## config.mk

```make
export PLATFORM = sky130hd
export DESIGN_NAME = roi_writer_flat
export DESIGN_NICKNAME = d
export VERILOG_FILES = /design/src/rtl/roi_writer_if.sv /design/src/rtl/roi_writer.sv /design/src/flat_wrapper.sv
export SDC_FILE = /design/constraint.sdc
export NUM_CORES = 1
export LEC_CHECK = 0
export BUFFER_PORTS_ARGS = -buffer_cell sky130_fd_sc_hd__buf_2
export CAP_MARGIN = 20
export CORE_ASPECT_RATIO = 0.6
export CORE_MARGIN = 2
export CORE_UTILIZATION = 45
export DETAILED_ROUTE_END_ITERATION = 16
export PLACE_DENSITY = 0.7
export SKIP_LAST_GASP = 1
export SYNTH_ARGS = -nofsm -noshare
export SYNTH_HDL_FRONTEND = slang
export SYNTH_SLANG_ARGS = --single-unit
```

## constraint.sdc

```tcl
create_clock -name clk -period 1.5 [get_ports clk]
set_input_delay 0.075 -clock clk [delete_from_list [all_inputs] [get_ports clk]]
set_output_delay 0.075 -clock clk [all_outputs]
set_load 0.05 [all_outputs]
```

## src/rtl/roi_writer_if.sv

```systemverilog
`default_nettype none
// ============================================================================
// Module   : roi_writer_if
// Brief    : Pixel stream, ROI buffer write port and buffer ownership signals
//            between the ROI writer and its environment.
// Revision : 1.0 - initial release
// ============================================================================
interface roi_writer_if #(
    parameter int PIX_W  = 8,
    parameter int ADDR_W = 6
);
    logic              start;
    logic [PIX_W-1:0]  pix_in;
    logic              pix_valid;
    logic              pix_sof;
    logic              pix_ready;
    logic              wr_en;
    logic [ADDR_W-1:0] wr_addr;
    logic [PIX_W-1:0]  wr_data;
    logic              frame_done;
    logic              buf_full;
    logic              rd_release;
    logic [7:0]        sync_err;

    modport master (
        input  start, pix_in, pix_valid, pix_sof, rd_release,
        output pix_ready, wr_en, wr_addr, wr_data, frame_done, buf_full, sync_err
    );

    modport slave (
        output start, pix_in, pix_valid, pix_sof, rd_release,
        input  pix_ready, wr_en, wr_addr, wr_data, frame_done, buf_full, sync_err
    );
endinterface
`default_nettype wire

```

## src/rtl/roi_writer.sv

```systemverilog
`default_nettype none
// ============================================================================
// Module   : roi_writer
// Brief    : Fills the ROI buffer from a raster pixel stream and hands it to
//            the reader until released.
// Revision : 1.0 - initial release
// ============================================================================
module roi_writer #(
    parameter int ROI_DEPTH = 6,
    parameter int ROI_WIDTH = 6,
    parameter int PIX_W     = 8,
    parameter int ADDR_W    = $clog2(ROI_DEPTH*ROI_WIDTH)
) (
    input  wire             clk,
    input  wire             reset,
    roi_writer_if.master    bus
);
    localparam int                c_NPIX = ROI_DEPTH*ROI_WIDTH;
    localparam logic [ADDR_W-1:0] c_LAST = ADDR_W'(c_NPIX-1);
    localparam logic [ADDR_W-1:0] c_ONE  = ADDR_W'(1);

    localparam logic [1:0] S_IDLE = 2'd0;
    localparam logic [1:0] S_FILL = 2'd1;
    localparam logic [1:0] S_HOLD = 2'd2;

    logic [1:0]        r_state;
    logic [1:0]        w_state_nxt;
    logic [ADDR_W-1:0] r_idx;
    logic              r_wr_en;
    logic [ADDR_W-1:0] r_wr_addr;
    logic [PIX_W-1:0]  r_wr_data;
    logic              r_frame_done;
    logic [7:0]        r_sync_err;

    logic              w_accept;
    logic              w_resync;
    logic              w_last;
    logic [ADDR_W-1:0] w_addr;
    logic              w_enter_fill;

    assign w_accept     = (r_state == S_FILL) && bus.pix_valid;
    // A mid-frame start-of-frame restarts the frame with this pixel at 0
    assign w_resync     = w_accept && bus.pix_sof && (r_idx != '0);
    assign w_addr       = w_resync ? '0 : r_idx;
    assign w_last       = w_accept && (w_addr == c_LAST);
    assign w_enter_fill = (r_state != S_FILL) && (w_state_nxt == S_FILL);

    always_comb begin
        w_state_nxt = r_state;
        case (r_state)
            S_IDLE:  if (bus.start) w_state_nxt = S_FILL;
            S_FILL:  if (w_last) w_state_nxt = S_HOLD;
            S_HOLD:  if (bus.rd_release) w_state_nxt = bus.start ? S_FILL : S_IDLE;
            default: w_state_nxt = S_IDLE;
        endcase
    end

    always_ff @(posedge clk) begin
        if (reset) begin
            r_state <= S_IDLE;
        end else begin
            r_state <= w_state_nxt;
        end
    end

    always_ff @(posedge clk) begin
        if (reset) begin
            r_idx        <= '0;
            r_wr_en      <= 1'b0;
            r_wr_addr    <= '0;
            r_wr_data    <= '0;
            r_frame_done <= 1'b0;
            r_sync_err   <= 8'd0;
        end else begin
            r_wr_en      <= w_accept;
            r_frame_done <= w_last;
            if (w_accept) begin
                r_wr_addr <= w_addr;
                r_wr_data <= bus.pix_in;
            end
            if (w_resync && (r_sync_err != 8'hFF)) begin
                r_sync_err <= r_sync_err + 8'd1;
            end
            if (w_enter_fill) begin
                r_idx <= '0;
            end else if (w_accept) begin
                if (w_resync) begin
                    r_idx <= c_ONE;
                end else if (w_last) begin
                    r_idx <= '0;
                end else begin
                    r_idx <= r_idx + c_ONE;
                end
            end
        end
    end

    assign bus.pix_ready  = (r_state == S_FILL);
    assign bus.buf_full   = (r_state == S_HOLD);
    assign bus.wr_en      = r_wr_en;
    assign bus.wr_addr    = r_wr_addr;
    assign bus.wr_data    = r_wr_data;
    assign bus.frame_done = r_frame_done;
    assign bus.sync_err   = r_sync_err;
endmodule
`default_nettype wire

```

## src/flat_wrapper.sv

```systemverilog
// flat-port wrapper written by rule: the top's interface ports become plain ports
module roi_writer_flat 
#(
    parameter int ROI_DEPTH = 6,
    parameter int ROI_WIDTH = 6,
    parameter int PIX_W     = 8,
    parameter int ADDR_W    = $clog2(ROI_DEPTH*ROI_WIDTH)
)
  (clk, reset, bus_start, bus_pix_in, bus_pix_valid, bus_pix_sof, bus_rd_release, bus_pix_ready, bus_wr_en, bus_wr_addr, bus_wr_data, bus_frame_done, bus_buf_full, bus_sync_err);
  roi_writer_if #(.PIX_W(PIX_W), .ADDR_W(ADDR_W)) bus_i ();
  input  wire clk;
  input  wire reset;
  input wire logic [$bits(bus_i.start)-1:0] bus_start;
  input wire logic [$bits(bus_i.pix_in)-1:0] bus_pix_in;
  input wire logic [$bits(bus_i.pix_valid)-1:0] bus_pix_valid;
  input wire logic [$bits(bus_i.pix_sof)-1:0] bus_pix_sof;
  input wire logic [$bits(bus_i.rd_release)-1:0] bus_rd_release;
  output wire logic [$bits(bus_i.pix_ready)-1:0] bus_pix_ready;
  output wire logic [$bits(bus_i.wr_en)-1:0] bus_wr_en;
  output wire logic [$bits(bus_i.wr_addr)-1:0] bus_wr_addr;
  output wire logic [$bits(bus_i.wr_data)-1:0] bus_wr_data;
  output wire logic [$bits(bus_i.frame_done)-1:0] bus_frame_done;
  output wire logic [$bits(bus_i.buf_full)-1:0] bus_buf_full;
  output wire logic [$bits(bus_i.sync_err)-1:0] bus_sync_err;
  assign bus_i.start = bus_start;
  assign bus_i.pix_in = bus_pix_in;
  assign bus_i.pix_valid = bus_pix_valid;
  assign bus_i.pix_sof = bus_pix_sof;
  assign bus_i.rd_release = bus_rd_release;
  assign bus_pix_ready = bus_i.pix_ready;
  assign bus_wr_en = bus_i.wr_en;
  assign bus_wr_addr = bus_i.wr_addr;
  assign bus_wr_data = bus_i.wr_data;
  assign bus_frame_done = bus_i.frame_done;
  assign bus_buf_full = bus_i.buf_full;
  assign bus_sync_err = bus_i.sync_err;
  roi_writer #(.ROI_DEPTH(ROI_DEPTH), .ROI_WIDTH(ROI_WIDTH), .PIX_W(PIX_W), .ADDR_W(ADDR_W)) u_core (.clk(clk), .reset(reset), .bus(bus_i));
endmodule
```

==> results.yml <==
status:
  status: "finished, violations left"
  violations: "setup timing"
routing:
  drt_iter0_drc: 122
  vias: 1434
  drtAntennaViolNets: 0
  dr.pass1.iters: 4
  drt_wl_total_um: 3810
  post_drt_wl_per_cell_um: 14.0
  routed_via_density: 5.27
  drc: 0
power:
  p_sw_uw: 484
  p_leak_uw: 0.000888
  power.density_mw_per_mm2: 858
  max-vdd-ir-drop_v: 0.000547
  share_seq_of_total_power_pct: 48.5
  p_int_uw: 1320
  combPwrFrac_pct: 14.3
  p_sw_share_pct: 26.9
  clkPwrFrac_pct: 37.1
critical_path:
  r2r_setup_slack_ps: -190
  cp_max_fo: 2
  arrival_ps: 1900
  cp.depth: 7
  crit_path_end_kind: "flip-flop"
  criticalPathCategory: "flip-flop to flip-flop"
  path_cells: "inv_2 > ha_4 > nand2b_4 > o41ai_4 > buf_4 > or4b_4 > a31oi_1"
  worst-r2r-cell-count: 7
  cp.required_ps: 1710
  r2r-end: "u_core.r_idx[5]$_SDFFE_PP0N_"
  worst_path_largest_cell_delay_ps: 440
  crit_buf_inv: 2
  critPathLaunchType: "flip-flop"
  critPathTopFamily: "simple AND/OR/NAND/NOR gates"
  slowest_stage: "or4b_4"
  crit-reg2reg-launch: "u_core.r_idx[1]$_SDFFE_PP0N_"
clock_network:
  clock_latency_ps: 280
  root_buffer: "clkbuf_8"
  cts_max_level: 2
  clock_sinks: 32
  numCtsBuffers: 5
  clk_path_buf_depth: 2
  cts.clk_slew.worst_paths_ps: 70
  postCtsHoldBufs: 0
  cts_tree: "yes"
worst_hold_path:
  worstHoldPathType: "input port to flip-flop"
  min_to: "u_core.bus.wr_data[2]$_SDFFE_PP0N_"
  min_path_cells: 3
  worstHoldStart: "bus_pix_in[2]"
logic_synthesis:
  avgSynthCellArea_um2: 8.52
  synth_area_mm2: 0.00141
  ys_ff_latch: 32
  synth.distinct_cells: 35
  syn_nets: 183
  ys_seq_area_share_pct: 45.3
  syn_inst: 166
  ys_warn_count: 0
die:
  fp.dieH_um: 47.4
  io_pins: 40
  dieArea_mm2: 0.00362
  coreArea_mm2: 0.00293
  num_rows: 15
  initial_utilization_pct: 48.3
  chipWidth_um: 76.4
finish:
  nNetsFinal: 246
  syn2layout_area_growth_pct: 48.3
  antenna_cells: 0
  fillers: 210
  regArea_um2: 667
  finish.utilization_pct: 71.6
  multi_input_comb_area_um2: 868
  stdcell_count: 272
  finish.instance_area_mm2: 0.00210
  drive_gt1_share_pct: 47.8
timing:
  fin_worst_skew_ps: 6.21
  fin_crit_sh_pct: 113
  worstMarginPinSlew_ps: 448
  drv_slew: 0
  fin_setup_tns_ps: -1630
  timing.final.setup_violations: 12
  hold_viol: 0
  grt_setup_unrepaired: "yes"
  setup_ws_ps: -190
  max_freq_ghz: 0.592
  relSlewSlack_pct: 70.1
  hold_ws_ps: 30.7
  period_needed_ps: 1690
place:
  hpwl_um: 2480
  routabilityCongestion: 0.801
  dp.cells: 255
  dpl-instance-area_mm2: 0.00181
  io_buffers: 39
run:
  cap_violations: 0
global_routing:
  grt_pass1_wl_um: 6080
  grt_antenna_before_repair: 0
  grt_max_degree: 26
  grt_overflow: 0
  track_usage_pct: 22.0
  grt_pass1_vias: 1356
==> worst register-to-register path, cell delays in order (launching register included) <==
cell and delay [ps]:
dfxtp_2 320, inv_2 70, ha_4 140, nand2b_4 50
o41ai_4 310, buf_4 170, or4b_4 440, a31oi_1 130
==> layer usage <==
metal  track usage, %  vias up  routed length, um
met1             27.4      682               1760
met4             9.09        0                 19
met5                0        -                  0
met2             38.2       41               1820
li1                 -      709                  -
met3             5.85        2                208
==> registers in the layout, summed over array words and instances (netlist names) <==
name,cells
u_core.bus.frame_done,1
u_core.bus.sync_err,8
u_core.bus.wr_addr,6
u_core.bus.wr_data,8
u_core.bus.wr_en,1
u_core.r_idx,6
u_core.r_state,2
==> final cells by class <==
type	instances	share of cell area, %
clock inverter	2	0.477
sequential	32	31.8
clock buffer	6	3.94
inverter	4	0.716
timing repair buffer	65	19.2
tap	42	2.51
multi-input combinational	121	41.4
==> timing repair <==
action | 4_1_cts | 5_1_grt
setup endpoints to repair | 12 | 18
cloned | 1 | 0
pin swaps | 11 | 13
gates resized for setup | 15 | 16
buffers inserted | 7 | 2
==> Yosys cell counts (all sizes together) <==
cell type  instances  share of area [%]
nor2b              7                3.1
nand2             28                7.4
dfxtp             32                 45
nand3              8                2.8
a221oi             1               0.62
o21a               1               0.53
xor2               3                1.9
or4b               1               0.71
nor4               2               0.88
and2               1               0.44
nor2               7                1.9
nor3b              1               0.53
nor3               7                2.5
nand3b             4                2.1
nand2b             2               0.88
a31oi              1               0.44
or4                3                1.6
buf                3                1.5
inv                4                1.1
o31ai              4                2.1
ha                 3                2.7
o41ai              1                1.9
or2                1               0.44
or3                1               0.44
and3b              1               0.62
o21ba              1               0.71
a21oi             21                7.4
nand4              5                2.2
a21o               1               0.53
mux2               3                2.4
o21ai              2               0.71
clkbuf             6                1.6
==> stage by stage <==
step | setup WS (ps) | total power [uW]
2_1_floorplan | -115 | 1040
3_3_place_gp | -137 | 1110
3_5_place_dp | -247 | 1120
4_1_cts | -176 | 1800
5_1_grt | -264 | 1870
6_report | -190 | 1800
==> cells by family after synthesis <==
group / Yosys count / synth area share [%]
simple gates: 79 / 28.6
compound gates: 33 / 15.0
fa+ha+maj: 3 / 2.66
buf+inv: 13 / 4.16
flops: 32 / 45.3
mux: 3 / 2.39
xor+xnor: 3 / 1.86
==> power by group through the flow <==
stage	Clock [uW]	Combinational, uW	Sequential [uW]
finish	668	258	873
global route	720	278	875
CTS	683	243	873
detailed placement	0	226	891
global placement	0	221	889
floorplan	0	106	937
==> placed cells by master, fill, tap and decap left out, drive strengths merged, types with 5 or more instances in the layout <==
cell type,synthesis,final
buf,3,65
dfxtp,32,32
nand2,28,28
a21oi,21,21
nand3,8,8
nor2,7,7
nor2b,7,7
nor3,7,7
clkbuf,6,6
nand4,5,5
==> how the worst max path moves through the flow <==
stage | startpoint | endpoint | slack [ps]
after CTS | u_core.r_idx[1]$_SDFFE_PP0N_ | u_core.r_idx[5]$_SDFFE_PP0N_ | -180
after detailed placement | u_core.r_idx[0]$_SDFFE_PP0N_ | u_core.bus.sync_err[5]$_SDFFE_PP0P_ | -250
after global routing | u_core.r_idx[1]$_SDFFE_PP0N_ | u_core.r_idx[5]$_SDFFE_PP0N_ | -260
after global placement | u_core.r_idx[0]$_SDFFE_PP0N_ | u_core.bus.sync_err[6]$_SDFFE_PP0P_ | -140
after floorplan | u_core.r_idx[1]$_SDFFE_PP0N_ | u_core.r_idx[5]$_SDFFE_PP0N_ | -120
final | u_core.r_idx[1]$_SDFFE_PP0N_ | u_core.r_idx[5]$_SDFFE_PP0N_ | -190
(Power assumes the default switching activity.)
